==> config.mk <==
export PLATFORM = sky130hd
export DESIGN_NAME = ls_quad_access_flat
export DESIGN_NICKNAME = d
export VERILOG_FILES = /design/src/rtl/ls_quad_access_if.sv /design/src/rtl/ls_quad_access.sv /design/src/flat_wrapper.sv
export SDC_FILE = /design/constraint.sdc
export NUM_CORES = 1
export LEC_CHECK = 0
export BUFFER_PORTS_ARGS = -buffer_cell sky130_fd_sc_hd__buf_2
export CELL_PAD_IN_SITES_DETAIL_PLACEMENT = 0
export CELL_PAD_IN_SITES_GLOBAL_PLACEMENT = 1
export CORE_MARGIN = 1.5
export CORE_UTILIZATION = 35
export CTS_CLUSTER_DIAMETER = 40
export CTS_CLUSTER_SIZE = 30
export DETAILED_ROUTE_END_ITERATION = 16
export GPL_TIMING_DRIVEN = 0
export MAX_ROUTING_LAYER = met4
export PLACE_DENSITY_LB_ADDON = 0.12
export SKIP_CTS_REPAIR_TIMING = 1
export SYNTH_ARGS = -nofsm -noshare
export SYNTH_HDL_FRONTEND = slang
export SYNTH_SLANG_ARGS = --single-unit
==> constraint.sdc <==
create_clock -name clk -period 38.4 [get_ports clk]
set_input_delay 11.52 -clock clk [delete_from_list [all_inputs] [get_ports clk]]
set_output_delay 11.52 -clock clk [all_outputs]
set_load 0.03 [all_outputs]
==> src/rtl/ls_quad_access_if.sv <==
// Core/local-store bundle for the quadword access unit: SPU request side plus
// the byte-wide memory port. The unit attaches through the slave modport.
interface ls_quad_access_if #(
  parameter int WIDTH = 32
);
  logic             req;
  logic             we;
  logic [WIDTH-1:0] addr;
  logic [127:0]     wdata;
  logic             busy;
  logic             done;
  logic [127:0]     rdata;
  logic [WIDTH-1:0] memdata;
  logic             memread;
  logic             memwrite;
  logic [WIDTH-1:0] mem_adr;
  logic [WIDTH-1:0] mem_writedata;

  modport slave (
    input  req, we, addr, wdata, memdata,
    output busy, done, rdata, memread, memwrite, mem_adr, mem_writedata
  );

  modport master (
    output req, we, addr, wdata, memdata,
    input  busy, done, rdata, memread, memwrite, mem_adr, mem_writedata
  );
endinterface

==> src/rtl/ls_quad_access.sv <==
// Quadword load/store sequencer: one 128-bit request becomes 16 big-endian
// byte accesses on the local-store port, with a busy/done handshake.
module ls_quad_access #(
  parameter int WIDTH   = 32,
  parameter int LS_BITS = 18
) (
  input  logic            clk,
  input  logic            reset,
  ls_quad_access_if.slave bus
);
  typedef enum logic [1:0] {IDLE = 2'd0, XFER = 2'd1, DONE = 2'd2} state_t;

  localparam logic [WIDTH-1:0] LS_MASK = WIDTH'((64'd1 << LS_BITS) - 64'd1);
  localparam logic [WIDTH-1:0] QW_MASK = {{(WIDTH-4){1'b1}}, 4'b0000};

  state_t           state_reg, state_next;
  logic [3:0]       cnt_reg;
  logic [WIDTH-1:0] base_reg;
  logic             we_reg;
  logic [127:0]     wdata_reg;
  logic [127:0]     rdata_reg;
  logic [119:0]     asm_bits;
  logic [7:0]       wlane [0:15];
  logic             xfer;
  logic             accept;
  logic             last;
  logic             unused_bits;

  assign xfer   = (state_reg == XFER);
  assign accept = (state_reg != XFER) && bus.req;
  assign last   = xfer && (cnt_reg == 4'd15);

  always_ff @(posedge clk or posedge reset) begin
    if (reset) state_reg <= IDLE;
    else       state_reg <= state_next;
  end

  always_comb begin
    state_next = state_reg;
    case (state_reg)
      IDLE, DONE: state_next = bus.req ? XFER : IDLE;
      XFER:       if (cnt_reg == 4'd15) state_next = DONE;
      default:    state_next = IDLE;
    endcase
  end

  always_ff @(posedge clk or posedge reset) begin
    if (reset) begin
      cnt_reg   <= 4'd0;
      base_reg  <= '0;
      we_reg    <= 1'b0;
      wdata_reg <= '0;
      rdata_reg <= '0;
    end else if (accept) begin
      base_reg  <= bus.addr & LS_MASK & QW_MASK;
      we_reg    <= bus.we;
      wdata_reg <= bus.wdata;
      cnt_reg   <= 4'd0;
    end else if (xfer) begin
      cnt_reg <= cnt_reg + 4'd1;
      // Final byte goes straight from the port into rdata with lanes 0..14.
      if (last && !we_reg) rdata_reg <= {asm_bits, bus.memdata[7:0]};
    end
  end

  // Assembly lanes 0..14; lane 0 is the lowest address, i.e. the MSB byte.
  generate
    for (genvar gi = 0; gi < 15; gi++) begin : g_lane
      logic [7:0] lane_reg;
      always_ff @(posedge clk or posedge reset) begin
        if (reset)
          lane_reg <= 8'd0;
        else if (xfer && !we_reg && cnt_reg == 4'(gi))
          lane_reg <= bus.memdata[7:0];
      end
      assign asm_bits[119-8*gi -: 8] = lane_reg;
    end

    for (genvar gi = 0; gi < 16; gi++) begin : g_wlane
      assign wlane[gi] = wdata_reg[127-8*gi -: 8];
    end
  endgenerate

  assign bus.busy          = xfer;
  assign bus.done          = (state_reg == DONE);
  assign bus.rdata         = rdata_reg;
  assign bus.memread       = xfer && !we_reg;
  assign bus.memwrite      = xfer && we_reg;
  // Base is quadword aligned, so OR-ing the counter in is the same as adding.
  assign bus.mem_adr       = xfer ? (base_reg | {{(WIDTH-4){1'b0}}, cnt_reg}) : '0;
  assign bus.mem_writedata = (xfer && we_reg) ? {{(WIDTH-8){1'b0}}, wlane[cnt_reg]} : '0;

  assign unused_bits = &{1'b0, bus.memdata[WIDTH-1:8]};
endmodule

==> src/flat_wrapper.sv <==
// flat-port wrapper written by rule: the top's interface ports become plain ports
module ls_quad_access_flat 
#(
  parameter int WIDTH   = 32,
  parameter int LS_BITS = 18
)
  (clk, reset, bus_req, bus_we, bus_addr, bus_wdata, bus_memdata, bus_busy, bus_done, bus_rdata, bus_memread, bus_memwrite, bus_mem_adr, bus_mem_writedata);
  ls_quad_access_if #(.WIDTH(WIDTH)) bus_i ();
  input  logic clk;
  input  logic reset;
  input wire logic [$bits(bus_i.req)-1:0] bus_req;
  input wire logic [$bits(bus_i.we)-1:0] bus_we;
  input wire logic [$bits(bus_i.addr)-1:0] bus_addr;
  input wire logic [$bits(bus_i.wdata)-1:0] bus_wdata;
  input wire logic [$bits(bus_i.memdata)-1:0] bus_memdata;
  output wire logic [$bits(bus_i.busy)-1:0] bus_busy;
  output wire logic [$bits(bus_i.done)-1:0] bus_done;
  output wire logic [$bits(bus_i.rdata)-1:0] bus_rdata;
  output wire logic [$bits(bus_i.memread)-1:0] bus_memread;
  output wire logic [$bits(bus_i.memwrite)-1:0] bus_memwrite;
  output wire logic [$bits(bus_i.mem_adr)-1:0] bus_mem_adr;
  output wire logic [$bits(bus_i.mem_writedata)-1:0] bus_mem_writedata;
  assign bus_i.req = bus_req;
  assign bus_i.we = bus_we;
  assign bus_i.addr = bus_addr;
  assign bus_i.wdata = bus_wdata;
  assign bus_i.memdata = bus_memdata;
  assign bus_busy = bus_i.busy;
  assign bus_done = bus_i.done;
  assign bus_rdata = bus_i.rdata;
  assign bus_memread = bus_i.memread;
  assign bus_memwrite = bus_i.memwrite;
  assign bus_mem_adr = bus_i.mem_adr;
  assign bus_mem_writedata = bus_i.mem_writedata;
  ls_quad_access #(.WIDTH(WIDTH), .LS_BITS(LS_BITS)) u_core (.clk(clk), .reset(reset), .bus(bus_i));
endmodule
==> Word level (Yosys, flattened, before mapping) <==
Index checks and enable logic that the tools add are counted.
W data, S select, Z words.
{ "totals": {"out_inout_bits": 196, "word_cells": 81, "input_bits": 196, "regBits": 397} }
{ "classes": {"reduce_logical": 26, "n_lt_le_gt_ge": 1, "mux": 10, "n_eq_ne": 19, "n_addsub": 1, "bitwise_logic": 3} }
{ "ops": {"columns": ["op", "n"], "rows": [
  ["$bmux W8 S4", 1],
  ["$eq A4 B4 Y1 const B", 8],
  ["$mux W32", 1],
  ["$mux W8", 3],
  ["$logic_and A1 B1 Y1", 20],
  ["$or A18 B4 Y18", 1],
  ["$eq A4 B3 Y1 const B", 4],
  ["$eq A4 B2 Y1 const B", 2],
  ["$mux W4", 2],
  ["$ge A5 B5 Y1 const B", 1],
  ["$not A4 Y5", 1],
  ["$add A4 B1 Y4 const B", 1],
  ["$eq A4 B1 Y1 const B", 1],
  ["$logic_not A4 Y1", 1],
  ["$pmux W2 S2", 1],
  ["$reduce_and A3 Y1", 1],
  ["$eq A2 B1 Y1 const B", 1],
  ["$eq A2 B2 Y1 const B", 1],
  ["$logic_not A2 Y1", 1],
  ["$mux W2", 1],
  ["$ne A2 B1 Y1 const B", 1],
  ["$ne A2 B2 Y1 const B", 1],
  ["$reduce_bool A2 Y1", 1],
  ["$reduce_or A2 Y1", 1],
  ["other kinds (3)", 3]
]} }

==> Longest topological paths before layout <==
{ "depth": {"ltp_word": 5, "depth_mapped": 7, "ltp_nobuf": 5} }

==> Worst setup path before layout <==
Ideal clock, no wire load.
{ "synth_timing": {"path_kind": "reg2out", "startpoint": "reg u_core.cnt_reg[2]", "endpoint": "out bus_mem_writedata[1]", "path_stages_with_launch": 6, "arrival_time_ps": 1575, "path_slack_ps": 25305, "required_time_ps": 26880, "cell_sequence": "dfrtp_1 buf_4 clkbuf_1 mux4_2 o211ai_1 nand2_1"} }
{ "synth_via": {"elab_chain_len": 5} }
{ "synth_rtl": {"columns": ["element", "line_no", "text"], "rows": [
  ["start: declaration", "ls_quad_access.sv:17", "logic [3:0] cnt_reg;"],
  ["start signal: assignment", "ls_quad_access.sv:60", "cnt_reg <= cnt_reg + 4'd1;"],
  ["$not A4 Y5 (implied by the code)", "ls_quad_access.sv:91", "assign bus.mem_writedata = (xfer && we_reg) ? {{(WIDTH-8){1'b0}}, wlane[cnt_reg]} : '0;"],
  ["$bmux W8 S4", "ls_quad_access.sv:91", null],
  ["$mux W8 (implied by the code) (2 in series)", "ls_quad_access.sv:91", null],
  ["$mux W8", "ls_quad_access.sv:91", null],
  ["end: declaration", "flat_wrapper.sv:22", "output wire logic [$bits(bus_i.mem_writedata)-1:0] bus_mem_writedata;"]
]} }
Every way passes these cells. The select of a mux whose other input is x is not followed.

==> Worst setup path in the final report <==
{ "layout_timing": {"startpoint": "reg u_core.cnt_reg[2]", "endpoint": "out bus_mem_writedata[4]"} }
The elaborated chain is that of the path after synthesis.

==> flow_metrics.env <==
export IMPL_clkSinkCount=397
export IMPL_row_count=80
export IMPL_cts_buffers=68
export IMPL_path_class="reg2out"
export IMPL_clockBufferDepth=3
export IMPL_ys_ff_latch=397
export IMPL_yosysTopAreaCellShare=0.584
export IMPL_cap_violations=0
export IMPL_grt_max_degree=124
export IMPL_coreArea_um2=47800
export IMPL_cp_max_fo=10
export IMPL_min_period_ns=14.27
export IMPL_grt_setup_unrepaired="false"
export IMPL_place_ws_ns=24.65
export IMPL_syn_cell_area_um2=17000
export IMPL_yosysTopAreaCell="dfrtp_1"
export IMPL_die_h_um=223
export IMPL_avgSynthCellArea_um2=15.9
export IMPL_tightest_slew_ns=0.903
export IMPL_wl_um=44800
export IMPL_power_density_nw_per_um2=98.3
export IMPL_hold_violations=0
export IMPL_cts_htree_levels=3
export IMPL_fin_tns_setup_ns=0
export IMPL_cpPeakStageDelay_ns=0.50
export IMPL_setup_viol=0
export IMPL_gr_total_overflow=0
export IMPL_drtPass1Iterations=4
export IMPL_viasPerCell=4.62
export IMPL_antenna_found_initial=14
export IMPL_drt_iter0_drc=421
export IMPL_crit_chain="buf_4, clkbuf_1, mux4_2, o211ai_1, nand2_1, buf_2"
export IMPL_slowest_stage="clkbuf_1"
export IMPL_startpoint_type="register"
export IMPL_ios=392
export IMPL_drc=0
export IMPL_dieWidth_um=223
export IMPL_arrival_ns=2.75
export IMPL_drv_slew=0
export IMPL_rrSetupSlack_ns=35.87
export IMPL_nets=1688
export IMPL_clk_latency_ns=0.58
export IMPL_required_ns=26.88
export IMPL_synthTopCellsByArea="dfrtp_1 (58%), mux2_2 (19%), mux2_4 (8.8%)"
export IMPL_hold_class="reg2reg"
export IMPL_ir_drop_mv=0.0491
export IMPL_status="finished clean"
export IMPL_clk_pin_slew_ns=0.05
export IMPL_grt_pass1_wl_um=67700
export IMPL_power_leakage_nw=10.4
export IMPL_drtAntennaViolNets=0
export IMPL_drive_above_1_share=0.596
export IMPL_cp_end_kind="output pin"
export IMPL_period_share=0.372
export IMPL_grt_usage=0.188
export IMPL_seq_area_frac_synth=0.584
export IMPL_start_util=0.355
export IMPL_max_freq_mhz=70.1
export IMPL_dieArea_um2=49900
export IMPL_power_mw=2.16
export IMPL_layout_setup_ws_ns=24.13
export IMPL_dp_hpwl_um=31900
export IMPL_layout_area_overhead_vs_synth_pct=29.3
export IMPL_yosys_warnings=0
export IMPL_cts_tree="done"
export IMPL_cts_root_buf="clkbuf_16"
export IMPL_skew_ns=0.0230
export IMPL_port_buffers=311
export IMPL_synth_cell_type_count=40
export IMPL_grt_pass1_vias=10706
export IMPL_vias=10037
export IMPL_gp_congestion=0.769
export IMPL_synthCells=1067
export IMPL_post_drt_wl_per_cell_um=20.6
export IMPL_slew_headroom=0.398
==> stage by stage <==
stage | hold WS, ns | util | instances | instance area, um^2
floorplan | 0.459 | - | 1104 | 17100
global placement | 0.465 | 0.407 | 2030 | 19500
detailed placement | 0.475 | 0.409 | 2033 | 19600
CTS | 0.486 | 0.459 | 2157 | 21900
global route | 0.502 | 0.459 | 2171 | 22000
finish | 0.482 | 0.459 | 2172 | 22000
==> area by class of cell <==
cell class	count	area, um^2
Fill cell	4378	25900
Sequential cell	397	9930
Multi-Input combinational cell	605	6390
Clock buffer	85	1870
Timing Repair Buffer	314	1640
Buffer	98	796
Tap cell	615	769
Clock inverter	39	520
Antenna cell	15	37.5
Inverter	4	23.8
==> worst max-delay path: cells and delay by family (launching register included) <==
kind	cells	cell delay [ns]
buf+inv	3	0.94
simple gates	1	0.08
mux	1	0.44
compound gates	1	0.26
flops	1	0.45
==> layer usage <==
metal  global-route usage  share of wire  wire, um
met4               0.0612          0.026      1180
met2                0.295           0.48     21600
met3               0.0614          0.062      2780
met5                    -              0         0
met1                0.231           0.43     19300
==> cell usage after synthesis <==
master / count
mux2i_1: 48
a31oi_1: 1
nor4b_4: 2
mux2_4: 100
nor3b_2: 2
nand3_2: 1
nor2b_1: 2
buf_12: 11
buf_4: 51
and3_1: 2
o21ai_0: 5
o211ai_1: 7
buf_6: 2
nor2_1: 6
nor3_2: 1
buf_1: 1
nand3_1: 8
o2111ai_1: 1
buf_8: 2
buf_2: 15
conb_1: 1
a21oi_1: 1
clkbuf_2: 1
inv_1: 3
a22oi_1: 23
and2b_1: 1
nand2_2: 7
dfrtp_1: 397
and2_1: 18
or3_1: 1
nor4_4: 1
mux4_2: 8
clkbuf_1: 15
nand2_1: 23
o31ai_1: 1
clkinv_2: 1
nand2b_4: 1
mux2_1: 9
ha_1: 4
mux2_2: 283
==> cells by family (layout without fill, tap and decap cells) <==
kind of cell,Yosys count,in the layout,synth area share
AO/OA/AOI/OAI,39,39,0.0163
adder cells (fa/ha/maj),4,4,0.00294
buffers and inverters,102,540,0.0478
flip-flops,397,397,0.584
multiplexers,448,448,0.321
other,1,53,0.000221
AND/OR/NAND/NOR,76,76,0.0277
==> worst paths after layout <==
check,start,end,depth (start not counted)
worst max register to register,u_core.cnt_reg[1],u_core.g_lane[12].lane_reg[3],7
max in group asynchronous,reset,u_core.g_lane[0].lane_reg[3],4
worst min-delay path,u_core.g_lane[13].lane_reg[2],u_core.bus.rdata[18],1
worst max-delay path,u_core.cnt_reg[2],bus_mem_writedata[4],6
worst min register to register,u_core.g_lane[13].lane_reg[2],u_core.bus.rdata[18],1
min in group asynchronous,reset,u_core.bus.rdata[86],2
==> power breakdown <==
part           internal [mW]  switching (mW)
logic                  0.360           0.430
clock network          0.415           0.215
registers              0.628           0.111
==> cells in the final DEF (no fill, tap or decap), types with 8 or more instances in the layout <==
cell type and instances:
clkbuf_1 24, bufinv_16 10, clkinv_2 8, conb_1 38
buf_2 326, diode_2 15, nand3_1 8, mux2_4 100
clkinvlp_4 12, buf_12 11, inv_6 9, mux2_2 283
mux2_1 9, clkbuf_16 70, mux4_2 8, and2_1 18
buf_4 51, a22oi_1 23, nand2_1 23, dfrtp_1 397
mux2i_1 48
(Power assumes the default switching activity.)
